===== src/rtl/ram_pkg.sv =====
// Shared definitions for the parameterised RAM: default geometry and the
// clear-sweep FSM state type.
package ram_pkg;

    localparam int unsigned DEFAULT_WIDTH = 16;
    localparam int unsigned DEFAULT_DEPTH = 64;

    // CLEAR runs the post-reset zero sweep; IDLE serves reads and writes.
    typedef enum logic [0:0] {
        ST_CLEAR,
        ST_IDLE
    } state_e;

endpackage


===== src/rtl/ram_param_if.sv =====
// Access bus of the parameterised RAM. The master drives enable, strobes,
// address and write data; the slave returns read data, VALID and BUSY.
interface ram_param_if
    import ram_pkg::*;
#(
    parameter int unsigned WIDTH = DEFAULT_WIDTH,
    parameter int unsigned DEPTH = DEFAULT_DEPTH
) ();

    localparam int unsigned ADDR_W = $clog2(DEPTH);

    logic              e;
    logic              w;
    logic              r;
    logic [ADDR_W-1:0] addr;
    logic [WIDTH-1:0]  d;
    logic [WIDTH-1:0]  out;
    logic              valid;
    logic              busy;

    modport master (
        output e, w, r, addr, d,
        input  out, valid, busy
    );

    modport slave (
        input  e, w, r, addr, d,
        output out, valid, busy
    );

endinterface


===== src/rtl/ram_clear_fsm.sv =====
// Post-reset clear sequencer: owns the CLEAR/IDLE state, the sweep pointer
// and BUSY. One address is cleared per cycle, 0 up to DEPTH-1, so the sweep
// lasts exactly DEPTH cycles after reset release.
module ram_clear_fsm
    import ram_pkg::*;
#(
    parameter int unsigned DEPTH = DEFAULT_DEPTH
) (
    input  logic                     clk,
    input  logic                     rst,
    output state_e                   state,
    output logic [$clog2(DEPTH)-1:0] ptr,
    output logic                     busy
);

    localparam int unsigned       ADDR_W = $clog2(DEPTH);
    localparam logic [ADDR_W-1:0] LAST   = ADDR_W'(DEPTH - 1);

    // Sweep state, pointer and BUSY; reset restarts the sweep from address 0.
    always_ff @(posedge clk or posedge rst) begin
        if (rst) begin
            state <= ST_CLEAR;
            ptr   <= '0;
            busy  <= 1'b1;
        end else begin
            unique case (state)
                ST_CLEAR: begin
                    // Pointer wraps back to 0 on the last address.
                    ptr <= ptr + ADDR_W'(1);
                    if (ptr == LAST) begin
                        state <= ST_IDLE;
                        busy  <= 1'b0;
                    end
                end
                ST_IDLE: begin
                    ptr  <= '0;
                    busy <= 1'b0;
                end
            endcase
        end
    end

endmodule


===== src/rtl/ram_param.sv =====
// Parameterised single-port RAM with a post-reset zero sweep and a
// registered read port (1-cycle latency, one-cycle VALID pulse).
// Optional build macro RAM_PARAM_FWD_EN: a same-address read and write in
// one cycle returns the new write data instead of the old stored word.
module ram_param
    import ram_pkg::*;
#(
    parameter int unsigned WIDTH = DEFAULT_WIDTH,
    parameter int unsigned DEPTH = DEFAULT_DEPTH
) (
    input  logic      clk,
    input  logic      rst,
    ram_param_if.slave bus
);

    localparam int unsigned ADDR_W = $clog2(DEPTH);

    state_e            state;
    logic [ADDR_W-1:0] ptr;
    logic              busy;
    logic              idle;
    logic              wr_en;
    logic              rd_en;
    logic [WIDTH-1:0]  rd_data;
    logic [WIDTH-1:0]  rd_q;
    logic              valid_q;
    logic [WIDTH-1:0]  mem [DEPTH];

    ram_clear_fsm #(
        .DEPTH (DEPTH)
    ) u_clear_fsm (
        .clk   (clk),
        .rst   (rst),
        .state (state),
        .ptr   (ptr),
        .busy  (busy)
    );

    // Accesses are only accepted once the clear sweep has finished.
    assign idle  = (state == ST_IDLE);
    assign wr_en = idle & bus.e & bus.w;
    assign rd_en = idle & bus.e & bus.r;

`ifdef RAM_PARAM_FWD_EN
    // Read and write share the address, so a concurrent write always collides.
    assign rd_data = wr_en ? bus.d : mem[bus.addr];
`else
    assign rd_data = mem[bus.addr];
`endif

    // Storage: sweep clears one word per cycle; IDLE writes take D; reset aborts both.
    always_ff @(posedge clk) begin
        if (!rst) begin
            if (state == ST_CLEAR) begin
                mem[ptr] <= '0;
            end else if (wr_en) begin
                mem[bus.addr] <= bus.d;
            end
        end
    end

    // Read register and VALID pulse; OUT holds when no read is accepted.
    always_ff @(posedge clk or posedge rst) begin
        if (rst) begin
            rd_q    <= '0;
            valid_q <= 1'b0;
        end else begin
            valid_q <= rd_en;
            if (rd_en) begin
                rd_q <= rd_data;
            end
        end
    end

    assign bus.out   = rd_q;
    assign bus.valid = valid_q;
    assign bus.busy  = busy;

endmodule


===== src/flat_wrapper.sv =====
// flat-port wrapper written by rule: the top's interface ports become plain ports
module ram_param_flat import ram_pkg::*;
#(
    parameter int unsigned WIDTH = DEFAULT_WIDTH,
    parameter int unsigned DEPTH = DEFAULT_DEPTH
)
  (clk, rst, bus_e, bus_w, bus_r, bus_addr, bus_d, bus_out, bus_valid, bus_busy);
  ram_param_if #(.WIDTH(WIDTH), .DEPTH(DEPTH)) bus_i ();
  input  logic clk;
  input  logic rst;
  input wire logic [$bits(bus_i.e)-1:0] bus_e;
  input wire logic [$bits(bus_i.w)-1:0] bus_w;
  input wire logic [$bits(bus_i.r)-1:0] bus_r;
  input wire logic [$bits(bus_i.addr)-1:0] bus_addr;
  input wire logic [$bits(bus_i.d)-1:0] bus_d;
  output wire logic [$bits(bus_i.out)-1:0] bus_out;
  output wire logic [$bits(bus_i.valid)-1:0] bus_valid;
  output wire logic [$bits(bus_i.busy)-1:0] bus_busy;
  assign bus_i.e = bus_e;
  assign bus_i.w = bus_w;
  assign bus_i.r = bus_r;
  assign bus_i.addr = bus_addr;
  assign bus_i.d = bus_d;
  assign bus_out = bus_i.out;
  assign bus_valid = bus_i.valid;
  assign bus_busy = bus_i.busy;
  ram_param #(.WIDTH(WIDTH), .DEPTH(DEPTH)) u_core (.clk(clk), .rst(rst), .bus(bus_i));
endmodule

===== config.mk =====
export PLATFORM = sky130hd
export DESIGN_NAME = ram_param_flat
export DESIGN_NICKNAME = d
export VERILOG_FILES = /design/src/rtl/ram_pkg.sv /design/src/rtl/ram_param_if.sv /design/src/rtl/ram_clear_fsm.sv /design/src/rtl/ram_param.sv /design/src/flat_wrapper.sv
export SDC_FILE = /design/constraint.sdc
export NUM_CORES = 1
export LEC_CHECK = 0
export ABC_AREA = 0
export CAP_MARGIN = 20
export CORE_MARGIN = 1
export CORE_UTILIZATION = 55
export DETAILED_ROUTE_END_ITERATION = 8
export PLACE_DENSITY = 0.8
export SETUP_SLACK_MARGIN = 0.15
export SYNTH_ARGS = -nofsm -noshare
export SYNTH_HDL_FRONTEND = slang
export SYNTH_SLANG_ARGS = --single-unit

===== constraint.sdc =====
create_clock -name clk -period 8.6 [get_ports clk]
set_input_delay 0.86 -clock clk [delete_from_list [all_inputs] [get_ports clk]]
set_output_delay 0.86 -clock clk [all_outputs]
set_load 0.01 [all_outputs]

# Yosys cells after proc, flatten, opt, wreduce, memory -nomap -nowiden
# Memories as Yosys holds them, arrays and structs flattened. A register that Yosys moved wholly into a read port is not among the register bits.
# Cells that the tools add are included.
[totals]
n_memories = 1
ram_bits = 1024
reg_bits = 9
inputBits = 27
wordCells = 28
output_inout_bits = 18
[memory_table]
columns = ["memory", "depth", "word_bits", "rd", "rd_clocked_by_memory_dff", "wr", "line_no", "text"]
rows = [
  ["u_core.mem", 64, 16, 1, 1, 1, "ram_param.sv:27", "logic [WIDTH-1:0] mem [DEPTH];"],
]
[classes]
n_mux = 15
reduce_logical = 1
n_eq_ne = 2
n_addsub = 1
bitwise_logic = 4
[ops]
columns = ["operator", "count"]
rows = [
  ["2-to-1 mux 16 bit", 1],
  ["OR reduction 16 bit", 1],
  ["case mux 6 bit (2 select lines)", 1],
  ["2-to-1 mux 1 bit", 11],
  ["adder 6 x 1 -> 6 bit, second input constant", 1],
  ["equality test 6 bit, second input constant", 1],
  ["2-to-1 mux 6 bit", 1],
  ["AND 1 bit", 3],
  ["inequality test 2 bit, second input constant", 1],
  ["case mux 1 bit (2 select lines)", 1],
  ["inverter 1 bit", 1],
]

# Logic depth before layout (Yosys ltp)
[logic_depth]
word_depth = 8
depth_mapped = 11
ltp_nobuf = 6

# By module
# From an unflattened synthesis, not the netlist that was laid out.
[unflattened]
hier_cells = 1995
hier_area_um2 = 40682.8
[by_module_without_submodules]
columns = ["module", "cells_per_inst", "n_inst", "area_per_inst_um2", "seq_area_each_um2"]
rows = [
  ["ram_param", 1967, 1, 40360.0, 31174.9],
  ["ram_clear_fsm", 28, 1, 322.8, 201.4],
]

# Least setup slack after synthesis
# Ideal clock, no wire load.
[synth_path]
path_kind = "input to register"
from = "in rst"
to = "mem u_core.mem[46][0] (netlist name), enable pin"
path_stages = 7
path_buffers = 2
setup_slack_ps = 4858
setup_ps = 409
arrival_time_ps = 3333
t_required_ps = 8191
path_cell_list = "inv_2 > and4_1 > clkbuf_1 > clkbuf_1 > nand2_1 > and2_1 > nor3_1"
[synth_between]
elab_chain_len = 4
elab_cells_between_ends = 7
cone_classes = "mux: 6; reduce/logical: 1"
[synth_lines]
columns = ["element", "line_no", "text"]
rows = [
  ["from (decl)", "flat_wrapper.sv:10", "input logic rst;"],
  ["2-to-1 mux 1 bit", "ram_param.sv:53", "if (!rst) begin"],
  ["2-to-1 mux 1 bit (not written as such)", "ram_param.sv:57", "mem[bus.addr] <= bus.d;"],
  ["OR reduction 16 bit (no source line)", "--", ""],
  ["2-to-1 mux 6 bit (no source line) / 2-to-1 mux 1 bit (equally long branches)", "--", ""],
  ["to (decl)", "ram_param.sv:27", ""],
]
# Several ways; a longest one is shown, not always the timed one.

==> results.py <==
metrics = {
    "run_status": {
        "status": "finished, violations left",
        "violations": "design-rule violations",
    },
    "synthesis": {
        "synth_area_leader_cell": "edfxtp_1",
        "synth_ff_type": "edfxtp_1",
        "synth_nets": 2018,
        "synth_edf_count": 1024,
        "seq_area_frac_synth": 0.771,
        "yosysWarnings": 0,
        "synth_seq_cells": 1049,
        "synth_top_area_share": 0.756,
        "synth.avg_cell_area_um2": 20.4,
        "synth.area.top_cells": "edfxtp_1 76%, mux4_2 8.9%, mux2i_1 5.5%, a22oi_1 1.5%, dfrtp_1 1.5%",
        "synth_area_mm2": 0.0407,
        "syn_inst": 1990,
        "synth_cell_types": 48,
        "async_flop_share": 0.0238,
    },
    "sta": {
        "finalSetupViolCount": 0,
        "slew_violations": 0,
        "fin_ws_ns": 4.52,
        "tightest_slew_ns": 1.15,
        "relSlewSlack": 0.234,
        "finalCritPeriodShare": 0.475,
        "rsz0062_at_grt": "false",
        "fin_crit_ns": 4.08,
        "fmax_ghz": 0.245,
        "fin_tns_setup_ns": 0,
        "finalHoldViolCount": 0,
        "finClkSkew_ns": 0.0387,
    },
    "grt": {
        "grt-ovfl-total": 0,
        "grt_util_all_layers": 0.261,
        "grt_max_degree": 98,
        "antenna_found_initial": 2,
        "grt_pass1_vias": 20664,
        "grt_pass1_wl_um": 140000,
    },
    "clock_network": {
        "cts_resized": 0,
        "cts_buffers": 95,
        "cts_tree": "built",
        "cts.path.max_buffers": 3,
        "post_cts_buffers": 0,
        "htreeDepth": 3,
        "cts_sinks": 1049,
        "cts.clk_slew.worst_paths_ns": 0.07,
        "clk_latency_ns": 0.68,
        "clockRootBuffer": "clkbuf_16",
        "holdBufCountCts": 0,
    },
    "route": {
        "drc": 6,
        "postRouteWirelength_um": 97100,
        "drtIter0Drc": 2752,
        "wl_per_cell_um": 30.8,
        "num_vias": 21149,
        "routed_via_density": 6.71,
        "first_pass_iters": 8,
        "drtAntennaViolNets": 0,
    },
    "floorplan": {
        "die_area_mm2": 0.0751,
        "die_h_um": 274,
        "die-width_um": 274,
        "ioPinCount": 45,
        "rows": 99,
        "core_area_mm2": 0.0731,
        "start_util": 0.557,
    },
    "worst_hold_path": {
        "min_from": "u_core.u_clear_fsm.busy$_DFFE_PP1P_",
        "hp-class": "reg -> reg",
    },
    "layout": {
        "fin_cells": 3153,
        "drive_gt1_frac": 0.191,
        "syn_to_final_growth_pct": 12.2,
        "diodes": 0,
        "nets": 2141,
        "final_area_mm2": 0.0456,
    },
    "setup_path": {
        "ff2ff_setup_slack_ns": 5.31,
        "start_kind": "input port",
        "crit_end": "u_core.bus.out[3]$_DFFE_PP0P_",
        "crit_start": "bus_addr[0]",
        "cp-end-kind": "flip-flop",
        "path_max_fanout": 56,
        "worstPathRequired_ns": 9.15,
        "timing.rr.start": "u_core.u_clear_fsm.state$_DFF_PP0_",
        "reg2reg_depth": 6,
        "crit_arrival_ns": 4.63,
        "path_class": "in -> reg",
        "r2r_end": "u_core.mem[36][5]$_DFFE_PP_",
    },
    "place": {
        "hpwl_um": 54300,
        "globalplace.congestion": 0.930,
        "dpl.cell_count": 2972,
        "placed_area_mm2": 0.0425,
        "place_ws_ns": 3.71,
        "port_buffers": 44,
    },
    "power": {
        "powerDensity_mw_per_mm2": 217,
        "vdd_drop_max_mv": 0.199,
        "p_leak_uw": 0.0127,
    },
    "flow_run": {
        "drv_cap": 0,
    },
}
## layout make-up
| type | count | area (um2) |
|---|---|---|
| Sequential cell | 1049 | 31400 |
| Fill cell | 4726 | 27500 |
| Multi-Input combinational cell | 822 | 8770 |
| Clock buffer | 115 | 2520 |
| Timing Repair Buffer | 140 | 1230 |
| Tap cell | 959 | 1200 |
| Clock inverter | 63 | 518 |
| Inverter | 5 | 18.8 |
## sequential cells by signal, indices dropped and copies added (netlist names)
name	cells
u_core.mem	1024
u_core.bus.out	16
u_core.u_clear_fsm.ptr	6
u_core.bus.valid	1
u_core.u_clear_fsm.busy	1
u_core.u_clear_fsm.state	1
## worst min path at each step
stage | end | cells after the start
global placement | u_core.u_clear_fsm.busy$_DFFE_PP1P_ | 2
global route | u_core.u_clear_fsm.busy$_DFFE_PP1P_ | 2
detailed placement | u_core.u_clear_fsm.busy$_DFFE_PP1P_ | 2
finish | u_core.u_clear_fsm.busy$_DFFE_PP1P_ | 2
CTS | u_core.u_clear_fsm.busy$_DFFE_PP1P_ | 2
floorplan | u_core.u_clear_fsm.busy$_DFFE_PP1P_ | 2
## cells by family (layout without fill, tap and decap cells)
logic type / count (synthesis) / after routing / synth area share
flip-flops: 1049 / 1049 / 0.771
AND/OR/NAND/NOR: 180 / 180 / 0.0213
adder cells (fa/ha/maj): 1 / 1 / 0.000307
multiplexers: 400 / 400 / 0.148
AO/OA/AOI/OAI: 238 / 238 / 0.0436
XOR/XNOR: 3 / 3 / 0.000646
buffers and inverters: 119 / 323 / 0.0149
## where the power goes
part	total, uW	internal [uW]	switching, uW
Clock	4150	2300	1850
Combinational	241	91.1	150
Sequential	5520	5520	0.874
## metal layers
layer	vias up	wire length [um]	share of wire	GRT usage
li1	8527	-	-	-
met1	10852	35800	0.37	0.358
met2	1496	46300	0.48	0.409
met3	272	10500	0.11	0.0539
met4	2	4480	0.046	0.113
met5	-	13	0.00013	0
## critical path, cell delays in order
cell and delay [ns]:
buf_6 0.27, buf_16 0.37, buf_4 0.74, and2_2 0.40, buf_4 0.62, a22o_1 0.26, a2111oi_0 0.07, a31oi_1 0.38
o211ai_1 0.19, a221o_1 0.35
## stage by stage
stage	utilization	total power [uW]	hold WS [ns]
floorplan	-	5810	0.450
global placement	0.582	5870	0.520
detailed placement	0.582	5870	0.533
CTS	0.623	9940	0.544
global route	0.624	10100	0.561
finish	0.624	9920	0.554
## Yosys cell counts (all sizes together), types with 2 or more instances
cell / n
a2111oi: 16
nand4: 2
edfxtp: 1024
xor2: 2
o22ai: 16
nand2: 26
mux4: 160
clkbuf: 51
dfrtp: 24
a211oi: 32
or3: 3
mux2: 16
a31oi: 16
nor2b: 22
mux2i: 224
nor3: 6
a221o: 16
nand2b: 2
inv: 5
buf: 63
nor2: 67
and2: 19
nand3b: 4
nand3: 26
a21oi: 2
o21ai: 21
o211ai: 16
a22o: 16
o31ai: 2
a22oi: 80
## cells in the final DEF (no fill, tap or decap), types with 4 or more instances in the layout
master           instances
clkinv_1                30
nor3_2                   4
o211ai_1                16
buf_4                   90
dfrtp_1                 24
o21ai_0                 17
bufinv_16                7
a2111oi_0               16
nand3_1                 26
mux2i_1                224
a31oi_1                 16
edfxtp_1              1024
nand2_1                 26
a221o_1                 16
a22o_1                  16
clkbuf_16               98
clkinv_2                20
nor2b_1                 20
and2_2                  17
mux2_1                  16
a22oi_1                 80
buf_6                    4
a211oi_1                32
o22ai_1                 16
o21ai_1                  4
clkdlybuf4s50_1         41
nor2_1                  65
nand3b_1                 4
mux4_2                 160
clkbuf_1                17
Power figures use the tool's default switching activity.
